==> src/rtl/pdm_pkg.sv <==
`default_nettype none
// ============================================================================
//  Module      : pdm_pkg
//  Description : Shared definitions for the PDM-to-PCM decimator:
//                default PCM width, PCM sample type, CIC accumulator width
//                computation and output saturation limits.
//  Revision    : 1.0  initial release
// ============================================================================
package pdm_pkg;

    // Default signed PCM output width.
    localparam int PCM_W_DEF = 16;

    typedef logic signed [PCM_W_DEF-1:0] pcm_t;

    // Saturation limits for the default PCM width.
    localparam pcm_t PCM_MAX = 16'sh7FFF;
    localparam pcm_t PCM_MIN = 16'sh8000;

    // CIC register growth: ORDER*LOG2R bits of gain, plus one bit for the
    // +/-1 input and one more so that the +R^N full-scale peak still fits
    // as a positive two's complement value.
    function automatic int acc_width(input int order, input int log2r);
        return order * log2r + 2;
    endfunction

    // Largest positive value of a signed w-bit word.
    function automatic longint sat_max(input int w);
        return (longint'(1) <<< (w - 1)) - longint'(1);
    endfunction

    // Most negative value of a signed w-bit word.
    function automatic longint sat_min(input int w);
        return -(longint'(1) <<< (w - 1));
    endfunction

endpackage : pdm_pkg
`default_nettype wire

==> src/rtl/pdm_sync_2ff.sv <==
`default_nettype none
// ============================================================================
//  Module      : pdm_sync_2ff
//  Description : Two-flop synchronizer for an asynchronous single-bit input.
//                Clocked every cycle (no enable); both stages reset to 0.
//  Ports       : clk    - system clock
//                rst_n  - asynchronous active-low reset
//                d_i    - asynchronous input bit
//                q_o    - synchronized output bit (2 cycles of latency)
//  Revision    : 1.0  initial release
// ============================================================================
module pdm_sync_2ff (
    input  logic clk,
    input  logic rst_n,
    input  logic d_i,
    output logic q_o
);

    logic meta_q;
    logic sync_q;

    always_ff @(posedge clk or negedge rst_n) begin
        if (!rst_n) begin
            meta_q <= 1'b0;
            sync_q <= 1'b0;
        end else begin
            meta_q <= d_i;
            sync_q <= meta_q;
        end
    end

    assign q_o = sync_q;

endmodule : pdm_sync_2ff
`default_nettype wire

==> src/rtl/pdm_decimator.sv <==
`default_nettype none
// ============================================================================
//  Module      : pdm_decimator
//  Description : 1-bit PDM stream to signed PCM converter. CIC (Sinc^ORDER)
//                decimator with ratio R = 2**LOG2R, saturating output
//                scaling and a one-cycle sample-valid strobe.
//  Parameters  : LOG2R  - log2 of the decimation ratio
//                ORDER  - number of integrator/comb stages (1..4)
//                PCM_W  - output sample width (signed)
//  Ports       : clk       - system clock, one PDM bit per enabled cycle
//                rst_n     - asynchronous active-low reset
//                ena       - clock enable; low freezes all filter state
//                pdm_in    - PDM bit, 1 = +1, 0 = -1
//                pcm_out   - decimated sample, held between strobes
//                pcm_valid - one-cycle pulse when pcm_out updates
//  Options     : PDM_DECIM_SYNC_EN - when defined, pdm_in passes through a
//                2-flop synchronizer before use (2 cycles extra latency).
//  Revision    : 1.0  initial release
// ============================================================================
module pdm_decimator
    import pdm_pkg::*;
#(
    parameter int LOG2R = 6,
    parameter int ORDER = 3,
    parameter int PCM_W = PCM_W_DEF
) (
    input  logic                    clk,
    input  logic                    rst_n,
    input  logic                    ena,
    input  logic                    pdm_in,
    output logic signed [PCM_W-1:0] pcm_out,
    output logic                    pcm_valid
);

    localparam int ACC_W = acc_width(ORDER, LOG2R);
    // Right shift that maps the CIC gain R^ORDER onto the PCM full scale.
    localparam int SHIFT = ORDER * LOG2R - (PCM_W - 1);
    // Scaling width wide enough for either shift direction without loss.
    localparam int SCL_W = ACC_W + PCM_W;

    localparam logic [LOG2R-1:0]        CNT_LAST = '1;
    localparam logic signed [SCL_W-1:0] SAT_HI   = SCL_W'(sat_max(PCM_W));
    localparam logic signed [SCL_W-1:0] SAT_LO   = SCL_W'(sat_min(PCM_W));

    // ------------------------------------------------------------------
    // Input conditioning
    // ------------------------------------------------------------------
    logic pdm_bit_w;

`ifdef PDM_DECIM_SYNC_EN
    pdm_sync_2ff u_sync (
        .clk   (clk),
        .rst_n (rst_n),
        .d_i   (pdm_in),
        .q_o   (pdm_bit_w)
    );
`else
    assign pdm_bit_w = pdm_in;
`endif

    // 1 -> +1 (0...01), 0 -> -1 (1...11)
    logic [ACC_W-1:0] x_w;
    assign x_w = {{(ACC_W-1){~pdm_bit_w}}, 1'b1};

    // ------------------------------------------------------------------
    // State
    // ------------------------------------------------------------------
    logic [ORDER-1:0][ACC_W-1:0] integ_q;
    logic [ORDER-1:0][ACC_W-1:0] integ_d;
    logic [ORDER-1:0][ACC_W-1:0] dly_q;
    logic [LOG2R-1:0]            cnt_q;
    logic [LOG2R-1:0]            cnt_d;
    logic signed [PCM_W-1:0]     pcm_q;
    logic signed [PCM_W-1:0]     pcm_d;
    logic                        valid_q;
    logic                        dec_w;

    assign cnt_d = cnt_q + LOG2R'(1);
    assign dec_w = ena && (cnt_q == CNT_LAST);

    // ------------------------------------------------------------------
    // Integrators: each stage adds the previous stage's registered value,
    // which pipelines the chain. Wrap-around is intentional; the combs
    // cancel it as long as the true output fits in ACC_W bits.
    // ------------------------------------------------------------------
    for (genvar k = 0; k < ORDER; k++) begin : g_integ
        if (k == 0) begin : g_first
            assign integ_d[k] = integ_q[k] + x_w;
        end else begin : g_next
            assign integ_d[k] = integ_q[k] + integ_q[k-1];
        end
    end

    // ------------------------------------------------------------------
    // Comb chain, evaluated only at the decimation edge. comb_w[k] is the
    // input of comb stage k and the value that stage's delay captures.
    // ------------------------------------------------------------------
    logic [ORDER:0][ACC_W-1:0] comb_w;

    assign comb_w[0] = integ_q[ORDER-1];

    for (genvar k = 0; k < ORDER; k++) begin : g_comb
        assign comb_w[k+1] = comb_w[k] - dly_q[k];
    end

    // ------------------------------------------------------------------
    // Output scaling and saturation
    // ------------------------------------------------------------------
    logic signed [SCL_W-1:0] comb_ext_w;
    logic signed [SCL_W-1:0] scaled_w;

    assign comb_ext_w = {{PCM_W{comb_w[ORDER][ACC_W-1]}}, comb_w[ORDER]};

    if (SHIFT >= 0) begin : g_shr
        assign scaled_w = comb_ext_w >>> SHIFT;
    end else begin : g_shl
        assign scaled_w = comb_ext_w <<< (-SHIFT);
    end

    // Only the positive full-scale peak (+R^N) can exceed the range in a
    // well-formed stream; both clamps are kept for arbitrary parameters.
    always_comb begin
        pcm_d = scaled_w[PCM_W-1:0];
        if (scaled_w > SAT_HI) begin
            pcm_d = SAT_HI[PCM_W-1:0];
        end else if (scaled_w < SAT_LO) begin
            pcm_d = SAT_LO[PCM_W-1:0];
        end
    end

    // ------------------------------------------------------------------
    // Registers
    // ------------------------------------------------------------------
    always_ff @(posedge clk or negedge rst_n) begin
        if (!rst_n) begin
            integ_q <= '0;
            dly_q   <= '0;
            cnt_q   <= '0;
            pcm_q   <= '0;
            valid_q <= 1'b0;
        end else begin
            valid_q <= dec_w;
            if (ena) begin
                integ_q <= integ_d;
                cnt_q   <= cnt_d;
            end
            if (dec_w) begin
                dly_q <= comb_w[ORDER-1:0];
                pcm_q <= pcm_d;
            end
        end
    end

    assign pcm_out   = pcm_q;
    assign pcm_valid = valid_q;

endmodule : pdm_decimator
`default_nettype wire
==> config.mk <==
export PLATFORM = sky130hd
export DESIGN_NAME = pdm_decimator
export DESIGN_NICKNAME = d
export VERILOG_FILES = /design/src/rtl/pdm_pkg.sv /design/src/rtl/pdm_sync_2ff.sv /design/src/rtl/pdm_decimator.sv
export SDC_FILE = /design/constraint.sdc
export NUM_CORES = 1
export LEC_CHECK = 0
export CORE_MARGIN = 5
export CORE_UTILIZATION = 40
export DETAILED_ROUTE_END_ITERATION = 6
export DONT_BUFFER_PORTS = 1
export PLACE_DENSITY = 0.64
export SYNTH_ARGS = -nofsm -noshare
export SYNTH_HDL_FRONTEND = slang
export SYNTH_SLANG_ARGS = --single-unit
==> constraint.sdc <==
create_clock -name clk -period 7 [get_ports clk]
set_input_delay 0.7 -clock clk [delete_from_list [all_inputs] [get_ports clk]]
set_output_delay 0.7 -clock clk [all_outputs]
set_load 0.02 [all_outputs]
* Word level (Yosys, flattened, before mapping)
Index checks and enable logic that the tools add are counted.
** Word-level totals
- Bits in registers :: 143
- Output and inout port bits :: 17
- Memories :: 0
- Bits in writable memories :: 0
- Input bits :: 4
- Bits in read-only memories :: 0
- Logic and storage cells :: 23
- Latch bits :: 0
** Operators by class
- Mux-type cells :: 2
- Reduce and logical (&&, ||, !) cells :: 1
- Divide/modulo/power cells :: 0
- Bitwise logic cells :: 1
- Shifts and indexed selects :: 0
- $lt $le $gt $ge :: 2
- Add/subtract/negate cells :: 7
- Equality and inequality tests :: 1
- Multipliers :: 0
** Operators with widths (count)
- adder 20 bit :: 3
- subtractor 20 bit :: 3
- two-way mux 16 bit :: 2
- greater-than comparator 17 x 16 -> 1 bit (second input constant) :: 1
- less-than comparator 17 x 16 -> 1 bit (second input constant) :: 1
- adder 6 x 1 -> 6 bit (second input constant) :: 1
- == test 6 bit (second input constant) :: 1
- logical AND 1 bit :: 1
- inverter 1 bit :: 1

* Longest topological paths before layout
- Depth after elaboration :: 6
- Depth in mapped cells :: 30
- Gate-level depth less buffers :: 30

* Worst setup path before layout
Ideal clock, no wire load.
- Kind :: register -> register
- From :: reg dly_q[0] (netlist bit)
- To :: reg pcm_q[14], in the netlist pcm_out[14]
- Stages on the path, launching flop included :: 29
- Required time :: 6.932 ns
- Arrival :: 5.453 ns
- Library setup time :: 0.068 ns
- Buffers on the path :: 0
- Period minus slack after synthesis :: 5.520 ns
- Slack :: 1.480 ns
- Cell sequence :: dfrtp_1 ha_1 fa_1 nor2b_1 o21ai_0 a21boi_0 o21a_1 o21ai_0 a21oi_1 o21ai_0 a21boi_0 o21a_1 nor2_1 ha_1 nand3_1 a21oi_1 o41ai_1 a21boi_0 ha_1 nand4_1 nor2_1 a21oi_1 o21ai_0 a2111o_1 o311a_1 or3_1 a41oi_1 a2111oi_0 nand2_1
** RTL lines
- start, declared :: RTL line pdm_decimator.sv:70 : logic [ORDER-1:0][ACC_W-1:0] dly_q;
- start signal, assigned :: RTL line pdm_decimator.sv:148 : dly_q <= comb_w[ORDER-1:0];
- end signal, assigned :: RTL line pdm_decimator.sv:149 : pcm_q <= pcm_d;
- end, declared :: RTL line pdm_decimator.sv:73 : logic signed [PCM_W-1:0] pcm_q;

==> results_dict.tcl <==
set metrics [dict create \
    cts.sinks 143 \
    synth-edff-count 0 \
    cp.required_ns 7.36 \
    ys_seq_area_share_pct 33.6 \
    rrSetupSlack_ns 0.75 \
    relSlewSlack_pct 38.7 \
    initial_utilization_pct 40.8 \
    wl_per_cell_um 13.6 \
    final_common_cell "dfrtp_1" \
    io_pins 21 \
    cts_buffers 17 \
    tns_ns 0 \
    portBuffers 0 \
    synth_top_family_by_area "compound AO/OA/AOI/OAI gates" \
    start_kind "flop" \
    die_w_um 173 \
    hpwl_um 14900 \
    fin_ws_ns 0.749 \
    syn_avg_cell_area_um2 9.01 \
    die_h_um 173 \
    yosysWarnings 0 \
    hp-class "in -> async" \
    synth_ff_type "dfrtp_1" \
    most-common-layout-cells "143 x dfrtp_1, 141 x nand2_1, 113 x ha_1, 101 x o21ai_0, 93 x inv_1" \
    firstDrtPassIters 5 \
    rsz0062_at_grt "no" \
    netlist-cell-type-count 76 \
    min_period_ns 6.25 \
    synth_cells 1183 \
    overflow 0 \
    critPathCaptureType "flop" \
    tritoncts "yes" \
    synth-compound-area-share_pct 21.4 \
    drt-initial-drc-count 405 \
    r2r_end "pcm_out[14]" \
    grt_pass1_vias 8148 \
    maxCapViolCount 0 \
    muxShareOfSynthArea_pct 4.99 \
    place_ws_ns 0.631 \
    track_usage_pct 14.5 \
    instances_no_fill 1527 \
    path_clk_slew_ns 0.06 \
    reg2reg_from "comb_w[0]" \
    core_um2 26100 \
    clk_latency_ns 0.42 \
    syn2layout_area_growth_pct 9.49 \
    post_synth_instance_area_um2 10700 \
    fmax_mhz 160 \
    synth_xor_area_share_pct 7.56 \
    gp_congestion 0.821 \
    antenna_cells 0 \
    clk_path_buf_depth 2 \
    grt_start_max_net_pins 144 \
    grt_pass1_wl_um 37700 \
    cts_root_buffer "clkbuf_16" \
    dieArea_um2 30000 \
    route.detailed.drc 0 \
    cp_slowest_cell "o41ai_1" \
    antenna_found_initial 0 \
    startpoint "comb_w[0]" \
    fin_nets 1301 \
    cts.htree.levels 4 \
    syn_nets 1305 \
    vias_per_cell 5.29 \
    drtAntennaViolNets 0 \
    outcome "finished clean" \
    reg2regPathDepth 28 \
    worstPathArrival_ns 6.61 \
    clock_skew_ns 0.0130 \
    async_flop_share_pct 100 \
    rows 59 \
    nFillCells 2531 \
    hold_violations 0 \
    critPathMaxFanout 5 \
    routed_wl_um 20800 \
    max_stage_delay_ns 0.48 \
    synth-simple-area-share_pct 13.8 \
    synth_fa_ha_area_share_pct 14.2 \
    tightest_slew_ns 0.919 \
    slew_violations 0 \
    worstSetupPathType "reg -> reg" \
    drive_above_1_share_pct 9.48 \
    finalSetupViolations 0 \
    ys_ff_latch 143 \
    whs_ns 0.208 \
    placed_cells 1493 \
    finalCritPeriodShare_pct 89.3 \
    vias 8085 \
]
synthesized netlist by cell type, types with 3 or more instances:
master | count | area share (%)
a2111oi_0 | 3 | 0.25
a211o_1 | 5 | 0.41
a211oi_1 | 10 | 0.70
a21boi_0 | 11 | 0.77
a21o_1 | 27 | 1.9
a21oi_1 | 75 | 3.5
a21oi_2 | 3 | 0.25
a2bb2oi_1 | 4 | 0.33
a31oi_1 | 10 | 0.59
and2_1 | 7 | 0.41
and3_1 | 5 | 0.29
and4_1 | 3 | 0.25
buf_1 | 9 | 0.32
clkbuf_1 | 17 | 0.60
dfrtp_1 | 143 | 34
fa_1 | 5 | 0.94
ha_1 | 113 | 13
inv_1 | 93 | 3.3
mux2_2 | 41 | 4.3
mux2i_1 | 7 | 0.66
nand2_1 | 141 | 5.0
nand2b_1 | 5 | 0.29
nand3_1 | 24 | 1.1
nand3b_1 | 4 | 0.28
nand4_1 | 13 | 0.76
nor2_1 | 56 | 2.0
nor2b_1 | 10 | 0.59
nor3_1 | 19 | 0.89
o2111ai_1 | 5 | 0.41
o21a_1 | 19 | 1.3
o21ai_0 | 102 | 4.8
o21ai_2 | 11 | 0.90
o21bai_1 | 7 | 0.49
o311ai_0 | 3 | 0.25
o31a_1 | 4 | 0.33
o31ai_1 | 11 | 0.77
o41ai_1 | 4 | 0.33
or2_2 | 9 | 0.53
or3_1 | 13 | 0.76
xnor2_1 | 63 | 5.2
xor2_1 | 23 | 1.9
worst max-delay path: cells and delay by family, from the launching register on:
| kind | cells | cell delay (ns) |
|---|---|---|
| simple gates | 6 | 0.82 |
| fa+ha+maj | 4 | 1.09 |
| flops | 1 | 0.38 |
| buf+inv | 1 | 0.09 |
| xor+xnor | 1 | 0.16 |
| compound gates | 16 | 3.65 |
layer usage:
metal / global-route usage, % / share of wire, %
met5: 0 / 0
met4: 3.06 / 0.51
met3: 2.62 / 2.6
met2: 25.2 / 48
met1: 18.9 / 49
sequential cells by signal (all words and copies together) (netlist names):
signal and flops:
dly_q 60, pcm_out 16, comb_w 20, integ_q 40
pcm_valid 1, cnt_q 6
stage by stage:
stage               area [um^2]  utilization [%]
CTS                       11700             44.6
finish                    11700             44.7
global placement          11000             42.0
floorplan                 10700                -
detailed placement        11000             42.0
global route              11700             44.7
worst max-delay path by stage:
stage | endpoint | slack [ns] | cells past startpoint
floorplan | pcm_out[14] | 1.48 | 28
global placement | pcm_out[0] | 0.78 | 28
detailed placement | pcm_out[1] | 0.63 | 28
CTS | pcm_out[1] | 0.57 | 28
global route | pcm_out[14] | 0.11 | 29
finish | pcm_out[14] | 0.75 | 28
final cells by class:
class,instances,area [um^2],area share [%]
clock buffers,23,488,4.18
repair buffers,5,70.1,0.600
clock inverters,9,155,1.33
well taps,335,419,3.59
flip-flops and latches,143,3580,30.7
inverters,95,357,3.06
multi-input cells,917,6610,56.6
logic make-up after synthesis:
| kind of cell | count (synthesis) |
|---|---|
| adders and majority gates | 118 |
| and+or+nand+nor | 317 |
| buffers and inverters | 123 |
| xor gates and xnor gates | 88 |
| DFF | 143 |
| AOI/OAI and AO/OA | 346 |
| muxes | 48 |
what timing repair did:
| item | 4_1_cts | 5_1_grt |
|---|---|---|
| resized for setup | 0 | 1 |
| setup buffers | 0 | 1 |
| endpoints found under the hold margin | 143 | 0 |
| setup endpoints to repair | 0 | 15 |
| hold buffers | 1 | 0 |
Power is not shown: default switching activity piles up to over one toggle a cycle in this logic, so the estimate is an artifact.
